### config.mk
export PLATFORM = sky130hd
export DESIGN_NAME = pipelined_shifter
export DESIGN_NICKNAME = d
export VERILOG_FILES = /design/src/rtl/pipelined_shifter.sv
export SDC_FILE = /design/constraint.sdc
export NUM_CORES = 1
export LEC_CHECK = 0
export BUFFER_PORTS_ARGS = -buffer_cell sky130_fd_sc_hd__buf_2
export CORE_MARGIN = 3
export CORE_UTILIZATION = 42
export CTS_CLUSTER_SIZE = 10
export DETAILED_ROUTE_END_ITERATION = 12
export PLACE_DENSITY = 0.7
export SYNTH_ARGS = -nofsm -noshare
export SYNTH_HDL_FRONTEND = slang
export SYNTH_SLANG_ARGS = --single-unit
### constraint.sdc
create_clock -name clk -period 5.6 [get_ports clk]
set_clock_uncertainty 0.1 [all_clocks]
set_input_delay 0.56 -clock clk [delete_from_list [all_inputs] [get_ports clk]]
set_output_delay 0.56 -clock clk [all_outputs]
set_load 0.01 [all_outputs]
### src/rtl/pipelined_shifter.sv
// Parametrised pipelined barrel shifter/rotator with valid/ready handshake.
// The log2(WIDTH) shift levels are split LSB-first across STAGES register
// stages; each stage carries partial data, op, remaining shamt, fill and tag.
module pipelined_shifter #(
    parameter int unsigned WIDTH  = 32,
    parameter int unsigned STAGES = 1,
    parameter int unsigned TAG_W  = 5
) (
    input  logic                     clk,
    input  logic                     reset,
    input  logic                     flush,
    input  logic                     in_valid,
    output logic                     in_ready,
    input  logic [2:0]               in_op,
    input  logic [$clog2(WIDTH)-1:0] in_shamt,
    input  logic [WIDTH-1:0]         in_data,
    input  logic [TAG_W-1:0]         in_tag,
    output logic                     out_valid,
    input  logic                     out_ready,
    output logic [WIDTH-1:0]         out_data,
    output logic [TAG_W-1:0]         out_tag
);

    localparam int unsigned L    = $clog2(WIDTH);
    localparam int unsigned LAST = STAGES - 1;
    localparam logic [WIDTH-1:0] ONES = {WIDTH{1'b1}};

    localparam logic [2:0] OP_SLL  = 3'b000;
    localparam logic [2:0] OP_SRA  = 3'b001;
    localparam logic [2:0] OP_SRL  = 3'b010;
    localparam logic [2:0] OP_SRA2 = 3'b011;
    localparam logic [2:0] OP_ROL  = 3'b100;
    localparam logic [2:0] OP_ROR  = 3'b101;

    // Pipeline state, one entry per stage
    logic [WIDTH-1:0] data_q  [STAGES];
    logic [2:0]       op_q    [STAGES];
    logic [L-1:0]     shamt_q [STAGES];
    logic             fill_q  [STAGES];
    logic [TAG_W-1:0] tag_q   [STAGES];
    logic [STAGES-1:0] valid_q;

    // Stage inputs (stage 0 from the ports, stage s from register s-1)
    logic [WIDTH-1:0] src_data  [STAGES];
    logic [2:0]       src_op    [STAGES];
    logic [L-1:0]     src_shamt [STAGES];
    logic             src_fill  [STAGES];
    logic [TAG_W-1:0] src_tag   [STAGES];

    logic [WIDTH-1:0] nxt_data_c  [STAGES];
    logic [L-1:0]     nxt_shamt_c [STAGES];

    // en_c[s]: stage s can load this cycle; en_c[STAGES] is the sink.
    // xfer_c[s]: an entry moves into stage s; xfer_c[STAGES] is the output transfer.
    logic [STAGES:0] en_c;
    logic [STAGES:0] xfer_c;

    function automatic int unsigned level_stage(input int unsigned i);
        return (i * STAGES) / L;
    endfunction

    // One shift/rotate level by k positions
    function automatic logic [WIDTH-1:0] shift_level(input logic [WIDTH-1:0] d,
                                                     input logic [2:0]       op,
                                                     input logic             fill,
                                                     input int unsigned      k);
        logic [WIDTH-1:0] r;
        case (op)
            OP_SLL:          r = d << k;
            OP_SRA, OP_SRA2: r = (d >> k) | (fill ? ~(ONES >> k) : '0);
            OP_SRL:          r = d >> k;
            OP_ROL:          r = (d << k) | (d >> (WIDTH - k));
            OP_ROR:          r = (d >> k) | (d << (WIDTH - k));
            default:         r = d;
        endcase
        return r;
    endfunction

    // All levels owned by stage s, applied LSB-first
    function automatic logic [WIDTH-1:0] apply_stage(input int unsigned      s,
                                                     input logic [WIDTH-1:0] d,
                                                     input logic [2:0]       op,
                                                     input logic [L-1:0]     sh,
                                                     input logic             fill);
        logic [WIDTH-1:0] r;
        r = d;
        for (int unsigned i = 0; i < L; i++) begin
            if (level_stage(i) == s && sh[i]) begin
                r = shift_level(r, op, fill, 32'd1 << i);
            end
        end
        return r;
    endfunction

    // Shamt bits still to be consumed after stage s
    function automatic logic [L-1:0] strip_levels(input int unsigned  s,
                                                  input logic [L-1:0] sh);
        logic [L-1:0] r;
        r = sh;
        for (int unsigned i = 0; i < L; i++) begin
            if (level_stage(i) == s) begin
                r[i] = 1'b0;
            end
        end
        return r;
    endfunction

    // Ready/advance chain from the sink back to the input
    always_comb begin
        en_c   = '0;
        xfer_c = '0;
        en_c[STAGES] = out_ready;
        for (int s = int'(LAST); s >= 0; s--) begin
            xfer_c[s+1] = valid_q[s] & en_c[s+1];
            en_c[s]     = ~valid_q[s] | xfer_c[s+1];
        end
        in_ready  = en_c[0] & ~flush & ~reset;
        xfer_c[0] = in_valid & in_ready;
    end

    // Stage input selection and per-stage shift levels
    always_comb begin
        src_data  = '{default: '0};
        src_op    = '{default: '0};
        src_shamt = '{default: '0};
        src_fill  = '{default: 1'b0};
        src_tag   = '{default: '0};
        src_data[0]  = in_data;
        src_op[0]    = in_op;
        src_shamt[0] = in_shamt;
        src_fill[0]  = in_data[WIDTH-1];
        src_tag[0]   = in_tag;
        for (int unsigned s = 1; s < STAGES; s++) begin
            src_data[s]  = data_q[s-1];
            src_op[s]    = op_q[s-1];
            src_shamt[s] = shamt_q[s-1];
            src_fill[s]  = fill_q[s-1];
            src_tag[s]   = tag_q[s-1];
        end
        for (int unsigned s = 0; s < STAGES; s++) begin
            nxt_data_c[s]  = apply_stage(s, src_data[s], src_op[s], src_shamt[s], src_fill[s]);
            nxt_shamt_c[s] = strip_levels(s, src_shamt[s]);
        end
    end

    // Stage registers: load on transfer, hold on stall, clear valid on flush
    always_ff @(posedge clk) begin
        if (reset) begin
            valid_q <= '0;
            for (int unsigned s = 0; s < STAGES; s++) begin
                data_q[s]  <= '0;
                op_q[s]    <= '0;
                shamt_q[s] <= '0;
                fill_q[s]  <= 1'b0;
                tag_q[s]   <= '0;
            end
        end else begin
            for (int unsigned s = 0; s < STAGES; s++) begin
                if (flush) begin
                    valid_q[s] <= 1'b0;
                end else if (en_c[s]) begin
                    valid_q[s] <= xfer_c[s];
                end
                if (xfer_c[s]) begin
                    data_q[s]  <= nxt_data_c[s];
                    op_q[s]    <= src_op[s];
                    shamt_q[s] <= nxt_shamt_c[s];
                    fill_q[s]  <= src_fill[s];
                    tag_q[s]   <= src_tag[s];
                end
            end
        end
    end

    assign out_valid = valid_q[LAST];
    assign out_data  = data_q[LAST];
    assign out_tag   = tag_q[LAST];

endmodule

==> results.py <==
metrics = {
    "status": {
        "status": "finished clean",
    },
    "yosys": {
        "netlist_top_cells_count": "83 x nand2_1, 79 x nor2_1, 69 x o21ai_0",
        "syn_area_sq_um": 6900,
        "synth_fp_nets": 977,
        "ys_seq_elements": 38,
        "synth_flop_cell": "edfxtp_1",
        "yosysMostFrequentCell": "nand2_1",
        "async_flop_share_pct": 0,
        "synthDistinctLibCells": 90,
        "synth_edf_count": 37,
        "synthTopCellsByArea": "edfxtp_1 16%, mux2i_1 6.1%, o21ai_0 5.0%, a21oi_1 4.7%, nand2_1 4.5%",
        "netlist_instances": 927,
        "synth_top_area_share_pct": 16.1,
        "yosysSeqAreaShare_pct": 16.4,
        "syn_area_per_cell_sq_um": 7.44,
        "yosysWarnings": 0,
        "synth_area_leader_cell": "edfxtp_1",
    },
    "setup_path": {
        "reg2reg_depth": 7,
        "worst_ep_arrival_time_ns": 3.60,
        "cp_common_cell": "o221ai_1",
        "crit_start": "in_shamt[0]",
        "cp_num_buf_inv": 1,
        "slowest_stage": "buf_4",
        "rr_endpoint": "data_q[0][9]",
        "critPathMaxFanout": 97,
        "critPathTopFamily": "compound AO/OA/AOI/OAI gates",
        "cp_cell_sequence": "buf_4 -> nor3b_2 -> o21ai_0 -> a21oi_1 -> nor2_1 -> o221ai_1 -> o221ai_1 -> a32o_1",
        "reg2reg_slack_ns": 2.54,
        "worstPathRequired_ns": 5.53,
        "worstSetupPathType": "input pin to flop",
        "r2r-start": "out_valid",
        "critPathCaptureType": "flop",
        "critPathLaunchType": "input pin",
        "cpPeakStageDelay_ns": 0.77,
    },
    "global_routing": {
        "grt_max_degree": 98,
        "grt_pass1_vias": 8021,
        "antenna_found_initial": 0,
        "grt_overflow": 0,
        "grt_pass1_wl_mm": 46.9,
        "grt.total_usage_pct": 33.1,
    },
    "power_and_ir_drop": {
        "power.total_mw": 1.35,
        "total_leakage_power_nw": 2.77,
        "ir_worst_vdd_mv": 0.187,
        "p_per_area_nw_per_um2": 183,
    },
    "hold_path": {
        "hp-start": "flush",
        "holdCritPathClass": "input pin to flop",
        "min_path_cells": 2,
        "hold-path-endpoint": "out_valid",
    },
    "cells_and_area": {
        "fin_nets": 996,
        "layout-drive-gt1-share_pct": 19.9,
        "antenna_cells": 0,
        "syn2layout_area_growth_pct": 6.79,
    },
    "sta": {
        "period_needed_ns": 3.66,
        "timing.slew.headroom_pct": 19.7,
        "post-route-period-util_pct": 65.4,
        "setup_viol": 0,
        "clock.fmax_mhz": 273,
        "rsz0062_at_grt": "no",
        "hold_viol_final": 0,
        "finalMaxSlewViolations": 0,
        "worst_slew_pin_slew_ns": 1.20,
        "setup_tns_ns": 0,
    },
    "placed_design": {
        "dpl.hpwl_mm": 22.2,
        "gp_congestion": 1.05,
        "port-buffer-count": 88,
    },
    "clock_tree": {
        "tritoncts": "done",
        "numCtsBuffers": 5,
        "ctsResizeCount": 0,
        "clkLatencyLatePin_ns": 0.28,
        "cts_hold_buf": 0,
        "cts.sinks": 38,
        "cts_setup_buffers": 0,
        "cts.htree.levels": 2,
        "clock-root-buffer": "clkbuf_16",
        "clk_pin_slew_ns": 0.06,
        "clock_path_buffers": 2,
    },
    "floorplan": {
        "initial_core_util_pct": 43.1,
        "pin_count": 89,
        "die-width_microns": 134,
        "die_h_microns": 134,
        "core_region_area_sq_um": 16000,
        "dieArea_sq_um": 18000,
        "rows": 46,
    },
    "routing": {
        "ant_nets": 0,
        "wl_mm": 31.0,
        "drt-vias-per-instance": 7.44,
        "num_vias": 8653,
        "wl_per_cell_microns": 26.7,
        "dr.pass1.iters": 6,
        "drt_iter0_markers": 1541,
        "drcViolationCount": 0,
    },
    "flow_run": {
        "max_cap_viol_count": 0,
    },
}
## metrics by stage
| step | std cells | area (sq um) | utilization, % | hold slack, ns | worst slack (ns) |
|---|---|---|---|---|---|
| 6_report | 1163 | 7360 | 46.0 | 0.348 | 1.94 |
| 5_1_grt | 1163 | 7360 | 46.0 | 0.350 | 1.82 |
| 4_1_cts | 1163 | 7360 | 46.0 | 0.344 | 2.06 |
| 3_5_place_dp | 1155 | 7200 | 45.0 | 0.494 | 1.75 |
| 3_3_place_gp | 1155 | 7200 | 45.0 | 0.489 | 1.81 |
| 2_1_floorplan | 927 | 6900 | - | 0.517 | 2.86 |
## kinds of logic (layout without fill, tap and decap cells)
group                  after synthesis  in the layout  synth area share (%)
and+or+nand+nor                    329            329                  23.2
DFF                                 38             38                  16.4
AOI/OAI and AO/OA                  388            388                  41.3
muxes                               62             62                  10.0
buffers and inverters              110            130                  9.05
## registers in the layout, indices dropped and copies added (netlist names)
register   flops
data_q        32
out_valid      1
tag_q          5
## where the power goes
part           internal (mW)  switching, mW
combinational          0.216          0.471
clock                  0.208          0.113
sequential             0.332        0.00385
## worst reg2reg max path: cells and delay by family, from the launching register on
family | cells | cell delay, ns
and+or+nand+nor | 4 | 1.82
AOI/OAI and AO/OA | 3 | 0.72
DFF | 1 | 0.30
## how the worst max path moves through the flow
stage | slack (ns) | depth (start not counted) | end
2_1_floorplan | 2.86 | 3 | data_q[0][0]
3_3_place_gp | 1.81 | 9 | data_q[0][13]
3_5_place_dp | 1.75 | 8 | data_q[0][3]
4_1_cts | 2.06 | 8 | data_q[0][3]
5_1_grt | 1.82 | 8 | data_q[0][3]
6_report | 1.94 | 8 | data_q[0][3]
## routing by layer
metal,wire (microns),global-route usage [%]
met5,0,0
met4,2020,18.2
met3,4410,8.59
met2,13400,50.0
met1,11200,43.1
## placed cells by master (no fill, tap or decap), types with 20 or more instances in the layout
cell type / synthesis / routed
o211ai_1: 30 / 30
buf_4: 16 / 21
nor2_1: 79 / 77
nand3_1: 38 / 38
nor3_1: 41 / 41
o22ai_1: 21 / 21
edfxtp_1: 37 / 37
a211oi_1: 20 / 20
mux2i_1: 42 / 42
a21oi_1: 65 / 65
buf_2: 36 / 87
o21ai_0: 69 / 69
nand2_1: 83 / 83
## final cells by class
class,instances,area (sq um)
multi-input cells,779,5150
inverters,14,52.6
clock buffers,5,125
clock inverters,3,40.0
fillers,1654,8640
well taps,216,270
repair buffers,108,593
flip-flops and latches,38,1130
Power figures use the tool's default switching activity.
